File: src/rtl/dmem_pkg.sv
// dmem_pkg: shared types and helpers for the big-endian data-memory responder.
// Holds the FSM state encoding, access-size codes, counter width and the
// lane helpers that map a byte offset onto the big-endian word layout.
package dmem_pkg;

  typedef enum logic [1:0] {
    IDLE = 2'd0,
    WAIT = 2'd1,
    RESP = 2'd2
  } state_t;

  localparam logic SZ_WORD = 1'b0;
  localparam logic SZ_BYTE = 1'b1;

  localparam int CNT_W = 16;

  // Lane i of a word holds the byte at offset i, so a byte access enables a
  // single lane and a word access enables all four.
  function automatic logic [3:0] lane_mask(input logic is_byte, input logic [1:0] offset);
    logic [3:0] mask;
    if (is_byte == SZ_BYTE) begin
      mask = 4'b0001 << offset;
    end else begin
      mask = 4'b1111;
    end
    return mask;
  endfunction

  // The lowest-addressed byte sits in bits 31:24 of the assembled word.
  function automatic logic [7:0] pick_byte(input logic [31:0] word, input logic [1:0] offset);
    logic [7:0] sel;
    case (offset)
      2'd0:    sel = word[31:24];
      2'd1:    sel = word[23:16];
      2'd2:    sel = word[15:8];
      default: sel = word[7:0];
    endcase
    return sel;
  endfunction

endpackage

File: src/rtl/dmem_byte_array.sv
// dmem_byte_array: DEPTH_BYTES x 8 storage organised as words of four byte
// lanes. Writes are per-lane and synchronous; the word containing the
// addressed byte is assembled combinationally in big-endian order so the
// responder can register it on the commit edge. Contents are never cleared.
module dmem_byte_array #(
  parameter int DEPTH_BYTES = 32,
  parameter int ADDR_W      = 5
) (
  input  logic              clk,
  input  logic [3:0]        lane_we,
  input  logic [ADDR_W-3:0] word_idx,
  input  logic [31:0]       wdata,
  output logic [31:0]       rdata
);

  logic [7:0] mem [DEPTH_BYTES];

  // Lane i takes its byte from the big-endian slot (3-i) of the write word.
  always_ff @(posedge clk) begin
    for (int i = 0; i < 4; i++) begin
      if (lane_we[i]) begin
        mem[{word_idx, 2'(i)}] <= wdata[(3-i)*8 +: 8];
      end
    end
  end

  assign rdata = {mem[{word_idx, 2'd0}],
                  mem[{word_idx, 2'd1}],
                  mem[{word_idx, 2'd2}],
                  mem[{word_idx, 2'd3}]};

endmodule

File: src/rtl/dmem_responder.sv
// dmem_responder: multi-cycle, byte-addressed, big-endian data-memory slave
// with a valid/ready request and response handshake. A request is accepted
// in IDLE, waits WAIT_CYCLES cycles, commits on the edge entering RESP and
// holds its response until resp_ready. Misaligned word accesses report
// resp_err without touching memory.
// Optional build macro DMEM_ACCESS_COUNT_EN adds saturating rd_count and
// wr_count outputs that count committed, non-error loads and stores.
module dmem_responder
  import dmem_pkg::*;
#(
  parameter int DEPTH_BYTES = 32,
  parameter int ADDR_W      = 5,
  parameter int WAIT_CYCLES = 1
) (
  input  logic        clk,
  input  logic        reset,
  input  logic        req_valid,
  output logic        req_ready,
  input  logic        req_write,
  input  logic        req_byte,
  input  logic [31:0] req_addr,
  input  logic [31:0] req_wdata,
  output logic        resp_valid,
  input  logic        resp_ready,
  output logic [31:0] resp_rdata,
  output logic        resp_err
`ifdef DMEM_ACCESS_COUNT_EN
  ,
  output logic [CNT_W-1:0] rd_count,
  output logic [CNT_W-1:0] wr_count
`endif
);

  localparam logic [3:0] WAIT_INIT = (WAIT_CYCLES == 0) ? 4'd0 : 4'(WAIT_CYCLES - 1);

  state_t            state;
  state_t            state_nxt;
  logic [3:0]        wait_cnt;
  logic [3:0]        wait_cnt_nxt;
  logic              commit;

  logic              lat_write;
  logic              lat_byte;
  logic [ADDR_W-1:0] lat_addr;
  logic [31:0]       lat_wdata;

  logic              acc_write;
  logic              acc_byte;
  logic [ADDR_W-1:0] acc_addr;
  logic [31:0]       acc_wdata;

  logic              misaligned;
  logic [3:0]        lane_we;
  logic [31:0]       arr_wdata;
  logic [31:0]       arr_rdata;
  logic [31:0]       load_data;

  logic [31:0]       rdata_q;
  logic              err_q;

  logic              unused_addr_bits;

  assign unused_addr_bits = ^req_addr[31:ADDR_W];

  // Next-state logic; commit marks the edge that moves the FSM into RESP.
  always_comb begin
    state_nxt    = state;
    wait_cnt_nxt = wait_cnt;
    commit       = 1'b0;
    case (state)
      IDLE: begin
        if (req_valid) begin
          if (WAIT_CYCLES == 0) begin
            state_nxt = RESP;
            commit    = 1'b1;
          end else begin
            state_nxt    = WAIT;
            wait_cnt_nxt = WAIT_INIT;
          end
        end
      end
      WAIT: begin
        if (wait_cnt == 4'd0) begin
          state_nxt = RESP;
          commit    = 1'b1;
        end else begin
          wait_cnt_nxt = wait_cnt - 4'd1;
        end
      end
      RESP: begin
        if (resp_ready) begin
          state_nxt = IDLE;
        end
      end
      default: begin
        state_nxt = IDLE;
      end
    endcase
  end

  // With no wait states the commit happens on the accepting edge itself, so
  // the live request fields are used in IDLE and the latched copy otherwise.
  always_comb begin
    if (state == IDLE) begin
      acc_write = req_write;
      acc_byte  = req_byte;
      acc_addr  = req_addr[ADDR_W-1:0];
      acc_wdata = req_wdata;
    end else begin
      acc_write = lat_write;
      acc_byte  = lat_byte;
      acc_addr  = lat_addr;
      acc_wdata = lat_wdata;
    end
  end

  // Decode the access: error check, lane enables and write/read data steering.
  // Reset gates the enables so an abandoned store can never land.
  always_comb begin
    misaligned = (acc_byte == SZ_WORD) && (acc_addr[1:0] != 2'd0);
    lane_we    = 4'b0000;
    if (commit && acc_write && !misaligned && !reset) begin
      lane_we = lane_mask(acc_byte, acc_addr[1:0]);
    end
    if (acc_byte == SZ_BYTE) begin
      arr_wdata = {4{acc_wdata[7:0]}};
      load_data = {24'b0, pick_byte(arr_rdata, acc_addr[1:0])};
    end else begin
      arr_wdata = acc_wdata;
      load_data = arr_rdata;
    end
  end

  dmem_byte_array #(
    .DEPTH_BYTES(DEPTH_BYTES),
    .ADDR_W     (ADDR_W)
  ) u_array (
    .clk     (clk),
    .lane_we (lane_we),
    .word_idx(acc_addr[ADDR_W-1:2]),
    .wdata   (arr_wdata),
    .rdata   (arr_rdata)
  );

  // State, wait counter and response registers; response captured at commit.
  always_ff @(posedge clk) begin
    if (reset) begin
      state    <= IDLE;
      wait_cnt <= 4'd0;
      rdata_q  <= 32'd0;
      err_q    <= 1'b0;
    end else begin
      state    <= state_nxt;
      wait_cnt <= wait_cnt_nxt;
      if (commit) begin
        err_q   <= misaligned;
        rdata_q <= (acc_write || misaligned) ? 32'd0 : load_data;
      end
    end
  end

  // Request fields are captured on acceptance and only read after IDLE.
  always_ff @(posedge clk) begin
    if (state == IDLE && req_valid) begin
      lat_write <= req_write;
      lat_byte  <= req_byte;
      lat_addr  <= req_addr[ADDR_W-1:0];
      lat_wdata <= req_wdata;
    end
  end

`ifdef DMEM_ACCESS_COUNT_EN
  // Saturating counters of committed, non-error loads and stores.
  always_ff @(posedge clk) begin
    if (reset) begin
      rd_count <= '0;
      wr_count <= '0;
    end else if (commit && !misaligned) begin
      if (acc_write) begin
        if (wr_count != {CNT_W{1'b1}}) wr_count <= wr_count + 1'b1;
      end else begin
        if (rd_count != {CNT_W{1'b1}}) rd_count <= rd_count + 1'b1;
      end
    end
  end
`endif

  assign req_ready  = (state == IDLE);
  assign resp_valid = (state == RESP);
  assign resp_rdata = rdata_q;
  assign resp_err   = err_q;

endmodule

File: config.mk
export PLATFORM = sky130hd
export DESIGN_NAME = dmem_responder
export DESIGN_NICKNAME = d
export VERILOG_FILES = /design/src/rtl/dmem_pkg.sv /design/src/rtl/dmem_byte_array.sv /design/src/rtl/dmem_responder.sv
export SDC_FILE = /design/constraint.sdc
export NUM_CORES = 1
export LEC_CHECK = 0
export BUFFER_PORTS_ARGS = -buffer_cell sky130_fd_sc_hd__buf_4
export CORE_ASPECT_RATIO = 0.75
export CORE_MARGIN = 4
export CORE_UTILIZATION = 50
export CTS_BUF_LIST = sky130_fd_sc_hd__clkbuf_4 sky130_fd_sc_hd__clkbuf_8 sky130_fd_sc_hd__clkbuf_16
export DETAILED_ROUTE_END_ITERATION = 10
export GPL_TIMING_DRIVEN = 0
export PLACE_DENSITY_LB_ADDON = 0.2
export SETUP_SLACK_MARGIN = 0.05
export SYNTH_ARGS = -nofsm -noshare
export SYNTH_HDL_FRONTEND = slang
export SYNTH_SLANG_ARGS = --single-unit
File: constraint.sdc
create_clock -name clk -period 2.9 [get_ports clk]
set_input_delay 0.29 -clock clk [delete_from_list [all_inputs] [get_ports clk]]
set_output_delay 0.29 -clock clk [all_outputs]
set_load 0.03 [all_outputs]
; Word level (Yosys, flattened, before mapping)
; Memory sizes are Yosys's and may differ from the RTL's.
; Cells that the tools add are included.
[op_classes]
n_addsub = 1
eq_ne = 8
shift = 1
mux = 27
n_bitwise = 1
n_reduce_logical = 15
[op_table]
columns = operator, count
row1 = 32-bit 2-to-1 mux, 4
row2 = 8-bit case mux with 3 select lines, 1
row3 = 4-bit 2-to-1 mux, 4
row4 = 1-bit 2-to-1 mux, 12
row5 = 4-bit case mux with 2 select lines, 1
row6 = 2-bit 2-to-1 mux, 3
row7 = 2-bit inequality test (second input constant), 3
row8 = 2-bit case mux with 3 select lines, 1
row9 = 3-bit AND reduction, 2
row10 = 1-bit logical AND, 5
row11 = 5-bit 2-to-1 mux, 1
row12 = 2-bit by 1-bit equality test with 1-bit output (second input constant), 2
row13 = 2-bit equality test (second input constant), 2
row14 = 2-bit zero test, 2
row15 = 4-bit zero test, 1
row16 = 2-bit nonzero test, 2
row17 = 1-bit by 2-bit << shifter with 4-bit output (first input constant), 1
row18 = 4-bit by 1-bit subtractor with 4-bit output (second input constant), 1
row19 = 1-bit zero test, 2
row20 = 2-bit by 1-bit inequality test with 1-bit output (second input constant), 1
row21 = 1-bit logical OR, 1
row22 = 1-bit NOT, 1
[totals]
reg_bits = 78
mem_bits_rw = 256
in_bits = 70
out_inout_bits = 35
word_cells = 62
n_memories = 1
[memory_table]
columns = memory, words, word_bits, read_ports, rd_clocked_by_memory_dff, wr, line
row1 = u_array.mem, 32, 8, 4, 0, 4, dmem_byte_array.sv:16  ; logic [7:0] mem [DEPTH_BYTES];

; Logic depth before layout (Yosys ltp)
[logic_depth]
word_depth = 10
mapped_depth = 12
depth_no_buf = 9

; By module
; A second synthesis with hierarchy kept.
[unflattened]
hier_cells = 807
area_unflattened_um2 = 13723.2
[modules_own_cells]
columns = mod, n_inst, cells_per_inst, area_each_um2, seq_area_each_um2
row1 = dmem_byte_array, 1, 428, 10023.4, 7687.4
row2 = dmem_responder, 1, 379, 3699.8, 1951.9

; Least setup slack after synthesis
; OpenSTA, ideal clock, no wires.
[synth_timing]
path_type = register to register
from = reg state[0]
to = reg lat_addr[0] (enable)
setup_ns = 0.402
arrival_time_ns = 2.505
t_required_ns = 2.498
setup_slack_ns = -0.006
stages_incl_launch_ff = 7
n_path_buf = 3
synth_period_minus_slack_ns = 2.906
path_cell_list = dfxtp_1 -> buf_6 -> or2_4 -> inv_1 -> clkbuf_1 -> clkbuf_1 -> and2_1
[synth_between]
elab_chain_cells = 2
[synth_lines]
columns = element, line
row1 = from (decl), dmem_responder.sv:36  ; state_t state;
row2 = from (signal assigned), dmem_responder.sv:153  ; state <= state_nxt;
row3 = 2-bit zero test, dmem_responder.sv:164  ; if (state == IDLE && req_valid) begin
row4 = 1-bit logical AND, dmem_responder.sv:164
row5 = to (signal assigned), dmem_responder.sv:167  ; lat_addr <= req_addr[ADDR_W-1:0];
row6 = to (decl), dmem_responder.sv:44  ; logic [ADDR_W-1:0] lat_addr;
; No other way between the ends.
; A chain may end at the register's enable or synchronous reset.

==> run_results.csv <==
group,metric,value,unit
cells_and_area,nets,1279,
route,detailroute.via_count,10100,
timing,drv_slew,0,
route,wl_met2,19.3,mm
clock_network,cts_tree,"built",
clock_network,numCtsBuffers,34,
critical_path,crit_path_end_kind,"register",
yosys,yosys.area.top_type,"edfxtp_1",
timing,post-route-period-util,100,%
clock_network,insertion_delay,520,ps
global_routing,antenna_found_initial,1,
route,dr.max_layer_used,"met4",
critical_path,worstPathArrival,3050,ps
min_path,hold_start,"req_addr[3]",
placement,dp.cells,1463,
die,core-area,0.0269,mm^2
power,p_total,16.6,mW
global_routing,grt_pass1_vias,9811,
die,die_width,199,um
clock_network,clock_sinks,334,
yosys,avgSynthCellArea,13.2,um^2
critical_path,critPathLaunchType,"register",
placement,gp_congestion,0.947,
route,wl_per_cell,27.6,um
power,p_leak,5.90,nW
global_routing,grt_overflow_total,0,
timing,period_minus_slack,2900,ps
yosys,synth_edf_count,295,
yosys,synth_cell_types,69,
timing,hold_slack,30.4,ps
clock_network,cts.path.max_buffers,3,
route,drc,0,
yosys,synth_area_leaders,"edfxtp_1 65%, dfxtp_1 5.7%, nand2_1 3.9%",
timing,setup_violations,0,
placement,dpl_cell_area,0.0147,mm^2
timing,timing.slew.headroom,47.3,%
power,worst_ir_drop_vdd,743,uV
critical_path,path_class,"reg -> reg",
critical_path,r2r_start,"wait_cnt[0]",
min_path,min_path_cells,1,
yosys,synth_most_common_cell,"edfxtp_1",
timing,tightest_slew,791,ps
yosys,yosysWarningCount,0,
clock_network,root_buffer,"clkbuf_16",
yosys,postSynthCellCount,1034,
yosys,synthTopCellsByCount,"295 x edfxtp_1, 143 x nand2_1, 101 x nor2_1",
route,ant_nets,0,
critical_path,worstRegToRegCells,7,
cells_and_area,stdcell_area,0.0174,mm^2
die,placementRows,52,
critical_path,timing.rr.end,"u_array.mem[4][25]",
placement,dpl.hpwl,29.3,mm
cells_and_area,stdcell_count,1584,
critical_path,critPathMaxFanout,8,
timing,final_hold_viol_count,0,
die,dieHeight,151,um
die,io_pins,105,
route,wl_met3,5.39,mm
critical_path,path_cells,"inv_1, ha_1, nor3b_2, nand4b_1, nor2_1, nand2_1, nor2_2",
cells_and_area,post-route-util,64.5,%
yosys,synth_top_area_share,64.9,%
cells_and_area,antenna_cells,0,
timing,rsz0062_at_grt,"yes",
cells_and_area,drive_gt1_share,27.0,%
route,vias_per_cell,6.40,
cells_and_area,fillers,1932,
power,power_density,956,mW/mm^2
yosys,ys_seq_elements,334,
critical_path,crit_required,3050,ps
timing,fin_skew,22.6,ps
clock_network,htreeDepth,2,
clock_network,path_clk_slew,60,ps
die,dieArea,0.0300,mm^2
job,drv_cap,0,
die,start_util,50.6,%
global_routing,grt_pass1_wl,63.1,mm
route,wl_met1,17.9,mm
timing,fmax,345,MHz
yosys,ys.flop_type,"edfxtp_1",
placement,portBuffers,77,
yosys,synth.cell_area,0.0136,mm^2
min_path,hold_end,"lat_addr[3]",
yosys,synth.net_count,1105,
status,status,"complete, no violations",
global_routing,grt_max_degree,42,
min_path,hold_path_class,"in -> reg",
yosys,async_flop_share,0,%
critical_path,cp_slowest_cell,"nor2_2",
route,dr.pass1.iters,5,
yosys,seq_area_frac_synth,70.7,%
route,drt_iter0_markers,1335,
critical_path,max_stage_delay,600,ps
cells_and_area,syn2layout_area_growth,27.4,%
route,drt-total-wl,43.8,mm
critical_path,r2r_slack,1,ps
global_routing,grt_usage,28.8,%
==> sequential cells by signal, summed over array words and instances (netlist names) <==
name,flops
u_array.mem,256
lat_wdata,32
resp_rdata,32
lat_addr,5
wait_cnt,4
state,2
lat_byte,1
lat_write,1
resp_err,1
==> how the worst max path moves through the flow <==
stage,from,to,slack (ps),depth (start not counted)
final,wait_cnt[0],u_array.mem[4][25],1,7
after global routing,state[0],u_array.mem[0][27],-90,8
after CTS,wait_cnt[0],u_array.mem[1][2],-20,7
after detailed placement,lat_addr[3],u_array.mem[7][8],-1050,5
after global placement,lat_addr[3],resp_rdata[3],-1200,9
after floorplan,state[0],u_array.mem[7][16],250,8
==> timing repair <==
item,4_1_cts,5_1_grt
buffers inserted,19,7
endpoints found under the setup margin,516,311
gates resized for setup,157,72
pin swaps,8,3
endpoints found under the hold margin,37,0
hold buffers,37,0
==> cell families after synthesis <==
logic type               after synthesis  share of synthesized area (%)
AND/OR/NAND/NOR                      351                           11.7
adder cells (fa/ha/maj)                1                         0.0917
XOR/XNOR                               3                          0.193
flip-flops                           334                           70.7
AO/OA/AOI/OAI                        240                           12.0
multiplexers                          37                           3.11
buffers and inverters                 68                           2.32
==> layer usage <==
| metal | vias to the layer above | GRT usage [%] |
|---|---|---|
| met5 | - | 0 |
| met4 | 0 | 8.75 |
| met3 | 83 | 8.98 |
| met2 | 676 | 42.9 |
| met1 | 5046 | 41.0 |
| li1 | 4336 | - |
==> critical path: cells and delay by family, from the launching register on <==
kind | cells | cell delay (ps)
flops | 1 | 340
fa+ha+maj | 1 | 150
buf+inv | 1 | 70
simple gates | 5 | 1960
==> area by class of cell <==
class / count / area (um^2) / area share, %
tap: 351 / 439 / 2.53
inverter: 5 / 22.5 / 0.130
multi-input combinational: 632 / 4550 / 26.2
clock inverter: 11 / 130 / 0.749
buffer: 61 / 370 / 2.13
sequential: 334 / 9640 / 55.5
clock buffer: 50 / 1010 / 5.80
timing repair buffer: 140 / 1220 / 7.01
==> cells in the final DEF (no fill, tap or decap), types with 29 or more instances in the layout <==
cell           Yosys  routed
nand2_1          143     134
o21ai_0           30      29
clkbuf_16          0      34
dfxtp_1           39      38
nor2_1           101      63
nand3_1           32      31
a21oi_1           47      44
edfxtp_1         295     295
dlygate4sd3_1      0      37
o22ai_1           37      35
buf_4              2     102
==> where the power goes <==
group	total, mW	switching (mW)	internal (mW)
logic	5.96	4.13	1.83
registers	6.20	0.124	6.08
clock network	4.47	1.85	2.62
total	16.6	6.10	10.5
==> per-stage QoR <==
| stage | setup slack [ps] | setup TNS, ps |
|---|---|---|
| after global routing | -88.9 | -2680 |
| after detailed placement | -1050 | -307320 |
| after floorplan | 252 | 0 |
| final | 1.18 | 0 |
| after CTS | -21.0 | -186 |
| after global placement | -1200 | -277170 |
Power figures use the tool's default switching activity.
